**src/rtl/message_assembler.sv**
```systemverilog
// Collects HEADER_WORDS 32-bit words into a padded two-block SHA-256 message
// and holds it until the consumer takes it; bad framing drops the partial frame.
module message_assembler #(
    parameter int HEADER_WORDS = 20
) (
    input  logic          clk,
    input  logic          rst,
    input  logic [31:0]   in_word,
    input  logic          in_valid,
    input  logic          in_last,
    output logic          in_ready,
    output logic [1023:0] message,
    output logic          msg_valid,
    input  logic          msg_ready,
    output logic          err
);

    typedef enum logic {COLLECT, OUTPUT} state_t;

    localparam logic [4:0] LAST_CNT = 5'(HEADER_WORDS - 1);

    state_t                         state_q, state_d;
    logic [4:0]                     cnt_q, cnt_d;
    logic [HEADER_WORDS-1:0][31:0]  slots_q, slots_d;
    logic                           err_q, err_d;
    logic                           accept;

    // Gated by rst so the port reads 0 for the whole reset window.
    assign in_ready  = (state_q == COLLECT) && !rst;
    assign msg_valid = (state_q == OUTPUT);
    assign err       = err_q;
    assign accept    = in_valid && in_ready;

    always_comb begin
        state_d = state_q;
        cnt_d   = cnt_q;
        slots_d = slots_q;
        err_d   = 1'b0;
        case (state_q)
            COLLECT: begin
                if (accept) begin
                    for (int i = 0; i < HEADER_WORDS; i++) begin
                        if (cnt_q == 5'(i)) slots_d[i] = in_word;
                    end
                    if (in_last && cnt_q == LAST_CNT) begin
                        state_d = OUTPUT;
                        cnt_d   = 5'd0;
                    end else if (in_last || cnt_q == LAST_CNT) begin
                        // Frame length disagrees with in_last: drop everything.
                        slots_d = '0;
                        cnt_d   = 5'd0;
                        err_d   = 1'b1;
                    end else begin
                        cnt_d = cnt_q + 5'd1;
                    end
                end
            end
            OUTPUT: begin
                if (msg_ready) state_d = COLLECT;
            end
            default: state_d = COLLECT;
        endcase
    end

    always_ff @(posedge clk or posedge rst) begin
        if (rst) begin
            state_q <= COLLECT;
            cnt_q   <= 5'd0;
            slots_q <= '0;
            err_q   <= 1'b0;
        end else begin
            state_q <= state_d;
            cnt_q   <= cnt_d;
            slots_q <= slots_d;
            err_q   <= err_d;
        end
    end

    // Payload words, then the 0x80 marker word, zero fill, 64-bit bit length.
    always_comb begin
        message = '0;
        for (int i = 0; i < HEADER_WORDS; i++) begin
            message[1023-32*i -: 32] = slots_q[i];
        end
        message[1023-32*HEADER_WORDS -: 32] = 32'h8000_0000;
        message[63:0] = 64'(HEADER_WORDS * 32);
    end

endmodule
```
**config.mk**
```make
export PLATFORM = sky130hd
export DESIGN_NAME = message_assembler
export DESIGN_NICKNAME = d
export VERILOG_FILES = /design/src/rtl/message_assembler.sv
export SDC_FILE = /design/constraint.sdc
export NUM_CORES = 2
export LEC_CHECK = 0
export CAP_MARGIN = 0
export CORE_AREA = 5 5 407 409
export CTS_BUF_LIST = sky130_fd_sc_hd__clkbuf_4
export DETAILED_ROUTE_END_ITERATION = 16
export DIE_AREA = 0 0 412 414
export SETUP_SLACK_MARGIN = 0.4
export SYNTH_ARGS = -nofsm -noshare
export SYNTH_HDL_FRONTEND = slang
export SYNTH_SLANG_ARGS = --single-unit
export TNS_END_PERCENT = 10
```
**constraint.sdc**
```tcl
create_clock -name clk -period 27.7 [get_ports clk]
set_clock_uncertainty 0.2 [all_clocks]
set_input_delay 4.155 -clock clk [delete_from_list [all_inputs] [get_ports clk]]
set_output_delay 4.155 -clock clk [all_outputs]
set_load 0.005 [all_outputs]
```
* Word level (Yosys, flattened, before mapping)
Cells that the tools add are included.
** Word-level totals
- Register bits after elaboration :: 647
** Cells by class
- Add/subtract/negate cells :: 1
- Reductions and logical operators :: 7
- Eq/ne operators :: 19
- Mux-type cells :: 32
- Bitwise operators :: 1
** Operator list (count)
- two-way mux 640 bit :: 2
- two-way mux 32 bit :: 20
- equality test 5 x 4 -> 1 bit (second input constant) :: 8
- equality test 5 x 3 -> 1 bit (second input constant) :: 4
- equality test 5 bit (second input constant) :: 4
- equality test 5 x 2 -> 1 bit (second input constant) :: 2
- two-way mux 5 bit :: 2
- two-way mux 1 bit :: 7
- adder 5 x 1 -> 5 bit (second input constant) :: 1
- equality test 5 x 1 -> 1 bit (second input constant) :: 1
- logical NOT 5 bit :: 1
- logical AND 1 bit :: 3
- one-hot mux 1 bit (2 select lines) :: 1
- AND reduction 2 bit :: 1
- logical NOT 1 bit :: 1
- logical OR 1 bit :: 1
- inverter 1 bit :: 1

* Depth between registers and ports, before layout
- Depth in word-level cells :: 6
- Gate-level depth with buffers :: 11
- Mapped depth without buffers :: 7

* Worst setup path after synthesis
No wires, ideal clock.
- Kind :: input to output
- Start :: in rst
- End :: out in_ready
- Path slack :: 19.084 ns
- Required time :: 23.345 ns
- Stages on the path :: 1
- Arrival :: 4.261 ns
- Path through :: nor2_1
** On the way
- Cells in the longest elaborated chain, start to end :: 2
** Ends and longest elaborated chain
- start, declared :: line 7 : input logic rst,
- logical NOT 1 bit (no line)
- logical AND 1 bit :: line 29 : assign in_ready = (state_q == COLLECT) && !rst;
- end, declared :: line 11 : output logic in_ready,
Every way passes these cells.

* Worst setup path in the final report
Ends and elaborated chain as after synthesis.

==> qor.yml <==
drv_slew: 0
worst_slew_pin_slew_ns: 1.29
cts.sinks: 647
drtAntennaViolNets: 0
cts_setup_buffers: 0
cts_resized: 0
top_layer: "met5"
endpoint_kind: "output port"
met2_length_mm: 73.1
hold_buffers: 0
synth_area_leaders: "dfrtp_1, a21oi_1, buf_4, o21ai_0, nand3_1"
endpoint: "in_ready"
wl_met3_mm: 15.9
p_leak_uw: 0.0165
fin_total_pwr_uw: 2410
whs_ns: 0.321
dpl.hpwl_mm: 92.1
io_buffers: 679
cts-htree-levels: 4
r2r-end: "message[540]$_DFFE_PP0P_"
gp_congestion: 0.765
relSlewSlack_pct: 13.9
fin_crit_sh_pct: 35.5
firstDrtPassIters: 6
initial_core_util_pct: 19.7
finalCriticalPeriod_ns: 9.84
ys_ff_latch: 647
wire_per_inst_um: 24.3
yosysTopAreaCell: "dfrtp_1"
fin_setup_tns_ns: 0
clock-root-buffer: "clkbuf_4"
yosysWarnings: 0
routed_via_density: 4.72
clk_latency_ns: 1.11
yosysTopAreaCellShare_pct: 50.9
route.detailed.drc: 0
finalSetupViolations: 0
worstSetupStartpoint: "rst"
synthFlopType: "dfrtp_1"
fmax_mhz: 102
cts_tree: "done"
drtIter0Drc: 4042
pwr_density_cell_nw_per_um2: 59.0
layout_common_cells: "clkdlybuf4s50_1, dfrtp_1, a21oi_1"
routed_wl_mm: 153
max-clock-path-buffers: 3
layout_commonest_cell: "clkdlybuf4s50_1"
synth-edff-count: 0
reg2reg_depth: 10
clk_pin_slew_ns: 0.05
rrSetupSlack_ns: 21.69
ys_seq_area_share_pct: 50.9
layout.nets: 4040
worst_hold_path.num_cells: 2
antenna_found_initial: 8
synth.distinct_cells: 35
vias: 29800
io_pins: 1064
syn_avg_cell_area_um2: 9.15
drive_above_1_share_pct: 11.0
hold_viol: 0
syn_area_um2: 31800
wl_met1_mm: 57.6
grt_max_degree: 208
core_area_um2: 162000
hp-class: "reg -> reg"
cap_violations: 0
gr-total-overflow: 0
grtUsageTotal_pct: 16.9
vdd_drop_max_mv: 0.0304
area_growth_pct: 28.7
cp_data_arrival_time_ns: 5.48
synthCells: 3474
rows: 148
path_max_fanout: 6
dieArea_um2: 171000
die_h_um: 414
grt_pass1_wl_mm: 212
startpoint_type: "input port"
cp.required_ns: 23.34
path_class: "in -> out"
rsz0062_at_grt: "false"
grt_pass1_vias: 28100
synth-async-reset-ratio_pct: 100
r2r_start: "cnt_q[3]$_DFFE_PP0P_"
numCtsBuffers: 187
die_w_um: 412
status: "finished, final reports clean"
-- per-stage QoR --
| step | utilization (%) | std cells | worst slack (ns) | area (um^2) |
|---|---|---|---|---|
| 2_1_floorplan | - | 3856 | 5.22 | 33200 |
| 3_3_place_gp | 23.9 | 5980 | 17.85 | 38600 |
| 3_5_place_dp | 23.9 | 5981 | 17.87 | 38600 |
| 4_1_cts | 25.3 | 6293 | 17.86 | 40900 |
| 5_1_grt | 25.3 | 6299 | 17.81 | 40900 |
| 6_report | 25.3 | 6302 | 17.86 | 40900 |
-- cell families (layout without fill, tap and decap cells) --
group | count (synthesis) | in the layout | share of synthesized area, %
AOI/OAI and AO/OA | 1256 | 1256 | 20.5
adders and majority gates | 8 | 8 | 0.315
buffers and inverters | 837 | 1099 | 15.9
DFF | 647 | 647 | 50.9
other | 2 | 393 | 0.0236
and+or+nand+nor | 724 | 724 | 12.3
-- registers in the layout, summed over array words and instances, names as in the netlist --
register	cells
message	640
cnt_q	5
msg_valid	1
err	1
-- worst max-delay path, stage by stage --
cell             delay (ns)
clkdlybuf4s50_1        0.62
nor2_1                 0.19
clkdlybuf4s50_1        0.52
-- routing by layer --
layer | GRT usage [%] | up-vias
li1 | - | 12700
met1 | 20.8 | 15000
met2 | 27.3 | 1788
met3 | 5.12 | 299
met4 | 7.49 | 2
met5 | 0 | -
-- synth_stat cells (2+ instances only) --
cell and number:
inv_1 11, o21ai_0 504, a21oi_1 641, clkbuf_1 292, o31ai_1 96, nand4bb_1 9, buf_4 424, o21ai_1 14
buf_1 2, nor2b_1 3, ha_1 8, nand2_1 67, and4b_1 3, nor3b_1 2, dfrtp_1 647, conb_1 2
or4b_1 4, buf_6 28, nand3_1 483, nand4b_1 3, nand4_1 128, buf_2 80, nor4b_2 4, nor4bb_1 8
-- power breakdown --
part / leakage [uW] / switching, uW / internal, uW / total [uW]
registers: 0.00895 / 37.7 / 1010 / 1050
logic: 0.00616 / 297 / 167 / 464
clock network: 0.00137 / 446 / 455 / 902
total: 0.0165 / 781 / 1630 / 2410
-- worst min path at each step --
stage,start,to,slack [ns]
2_1_floorplan,message[512]$_DFFE_PP0P_,message[512]$_DFFE_PP0P_,0.32
3_3_place_gp,message[538]$_DFFE_PP0P_,message[538]$_DFFE_PP0P_,0.32
3_5_place_dp,message[534]$_DFFE_PP0P_,message[534]$_DFFE_PP0P_,0.32
4_1_cts,message[534]$_DFFE_PP0P_,message[534]$_DFFE_PP0P_,0.32
5_1_grt,message[517]$_DFFE_PP0P_,message[517]$_DFFE_PP0P_,0.34
6_report,message[517]$_DFFE_PP0P_,message[517]$_DFFE_PP0P_,0.32
-- layout make-up --
class / count / area, um^2
Multi-Input combinational cell: 2372 / 12200
Tap cell: 2175 / 2720
Clock inverter: 43 / 280
Inverter: 11 / 48.8
Sequential cell: 647 / 16200
Fill cell: 17400 / 121000
Antenna cell: 9 / 22.5
Clock buffer: 269 / 2020
Timing Repair Buffer: 776 / 7410
(Power assumes the default switching activity.)
==> variant (same settings) <==
Set the parameter `HEADER_WORDS` to 10 (it was 20).
--- a/src/rtl/message_assembler.sv
+++ b/src/rtl/message_assembler.sv
@@ -1,7 +1,7 @@
 // Collects HEADER_WORDS 32-bit words into a padded two-block SHA-256 message
 // and holds it until the consumer takes it; bad framing drops the partial frame.
 module message_assembler #(
-    parameter int HEADER_WORDS = 20
+    parameter int HEADER_WORDS = 10
 ) (
     input  logic          clk,
     input  logic          rst,
Function: not settled (the Yosys comparison gave no result); the edit may change what the design does.
==> variant against the original RTL <==
Sequential cell count fell by 320. Largest power group unchanged. Area after synthesis fell by 38%. Core utilization fell by 11 points. Synthesized cell count fell by 35%. Routed wire length fell by 38%. Critical path type unchanged. Final area fell by 42%. First-iteration DRC count fell by 61%. Critical endpoint unchanged. Non-clock buffer count fell by 376. Global-route usage fell by 6.6 points. Total power fell by 44%. Setup slack got worse by 540 ps.
==> variant: results (changes against the original RTL) <==
* Outcome: finished, final reports clean
* CTS buffer count at 98 (-48%)
* Reg-to-reg slack, setup at 21830 ps (+140 ps)
* Hold_ws at 337 ps (+15.6 ps)
* Leakage power at 10.0 nW (-39%)
* Logic pwr share at 0.252 (+0.060)
* Worst r2r dst: message[918]
* Non-clk buf share at 0.159 (-0.0217)
* DP Area at 22700 µm² (-41%)
* Vias in the first global route at 15128 (-46%)
* Mean post-synth cell area at 8.66 µm² (-5.4%)
* Routed Wire Length at 94200 µm (-38%)
* Nets at 2596 (-36%)
* P_sw at 477 µW (-39%)
* Power Dens Cells at 57.1 nW/µm² (-3.2%)
* Buffers, non-clock at 400 (-48%)
* Initial antenna violation count at 23 (+15)
* WHS Endpoint: message[726]
* Crit-path max cell delay at 710 ps (+90 ps)
* Post-DP HPWL at 63500 µm (-31%)
* Worst-Skew Late Latency at 970 ps (-140 ps)
* Port Buffer Count at 359 (-47%)
* #MultiIn Comb at 1717 (-28%)
* Sequential-to-total area share from yosys stat at 0.418 (-0.0913)
* CTS Sinks at 327 (-49%)
* Vias at 16298 (-45%)
* Area grow syn2layout at 21.9%
* Hold Crit Start: message[726]
* Area contributors post-synth: dfrtp_1 42%, buf_4 27%, nand3_1 8.3%
* R2R depth at 7 (-3)
* Gates resized, CTS repair at 0 (unchanged)
* Synth Area in Compound Gates at 0.166 (-0.0392)
* Diode count at 18 (+9)
* Fin cells at 4803 (-24%)
* Synth cell types at 29 (-17%)
* Inverters at 8 (-3)
* Post-Synth Adder-Cell Area at 0.00447 (+0.00132)
* Fillers at 18392 (+5.7%)
* Area of the multi-input gates at 7930 µm² (-35%)
* Layout clock area frac at 0.0478 (-0.00845)
* Placer Congestion at 0.711 (-7.0%)
* Synth cell count leaders: 705 x buf_4, 327 x dfrtp_1, 324 x nand3_1, 322 x a21oi_1, 322 x o21ai_0
* Sequential cell area at 8180 µm² (-49%)
* CLK BUF at 131 (-51%)
* Number of DRC markers in iteration 0 at 1588 (-61%)
* First-pass GRT wire length at 124000 µm (-42%)
* CTS HTree Levels at 3 (-1)
* DP Cell Count at 4627 (-23%)
* Worst slew pin tran at 1310 ps (+19.1 ps)
* Fin worst setup slack at 17320 ps (-540 ps)
* Layout cells sized above 1 at 0.0866 (-0.0229)
* P_seq at 559 µW (-47%)
* Crit path launch: rst
* Crit path arrival time at 6020 ps (+540 ps)
* Largest net degree at the start of global routing at 155 (-25%)
* Max IR drop VDD at 0.0000348 V (+14%)
* Crit path max-delay family: buffers and inverters
* R2r startpoint: cnt_q[2]
* Max reg flops at 320 (-50%)
==> variant: changes by cell type in the layout (fill, tap and decap cells not counted), sizes merged, moves of 13 or more <==
cell           unedited run  this run
nand3                   483       324
conb                    384       704
clkdlybuf4s50           647       337
nand4                   128         0
o31ai                    96         0
a21oi                   641       322
clkinv                   34        21
buf                     129        63
dfrtp                   647       327
nand2                    67         3
o21ai                   518       325
clkbuf                  269       131
==> variant: worst reg2reg max path: cells and delay by family, from the launching register on <==
family	cells	cell delay, ps
AOI/OAI and AO/OA	1	200
adders and majority gates	1	620
buffers and inverters	3	2320
DFF	1	650
and+or+nand+nor	2	1700
==> variant: routing by layer <==
layer	global-route usage	vias to the layer above	wire length (µm)
li1	-	6882	-
met1	0.120	8143	34800
met2	0.159	1127	42600
met3	0.0515	140	13200
met4	0.0471	6	3620
met5	0	-	40
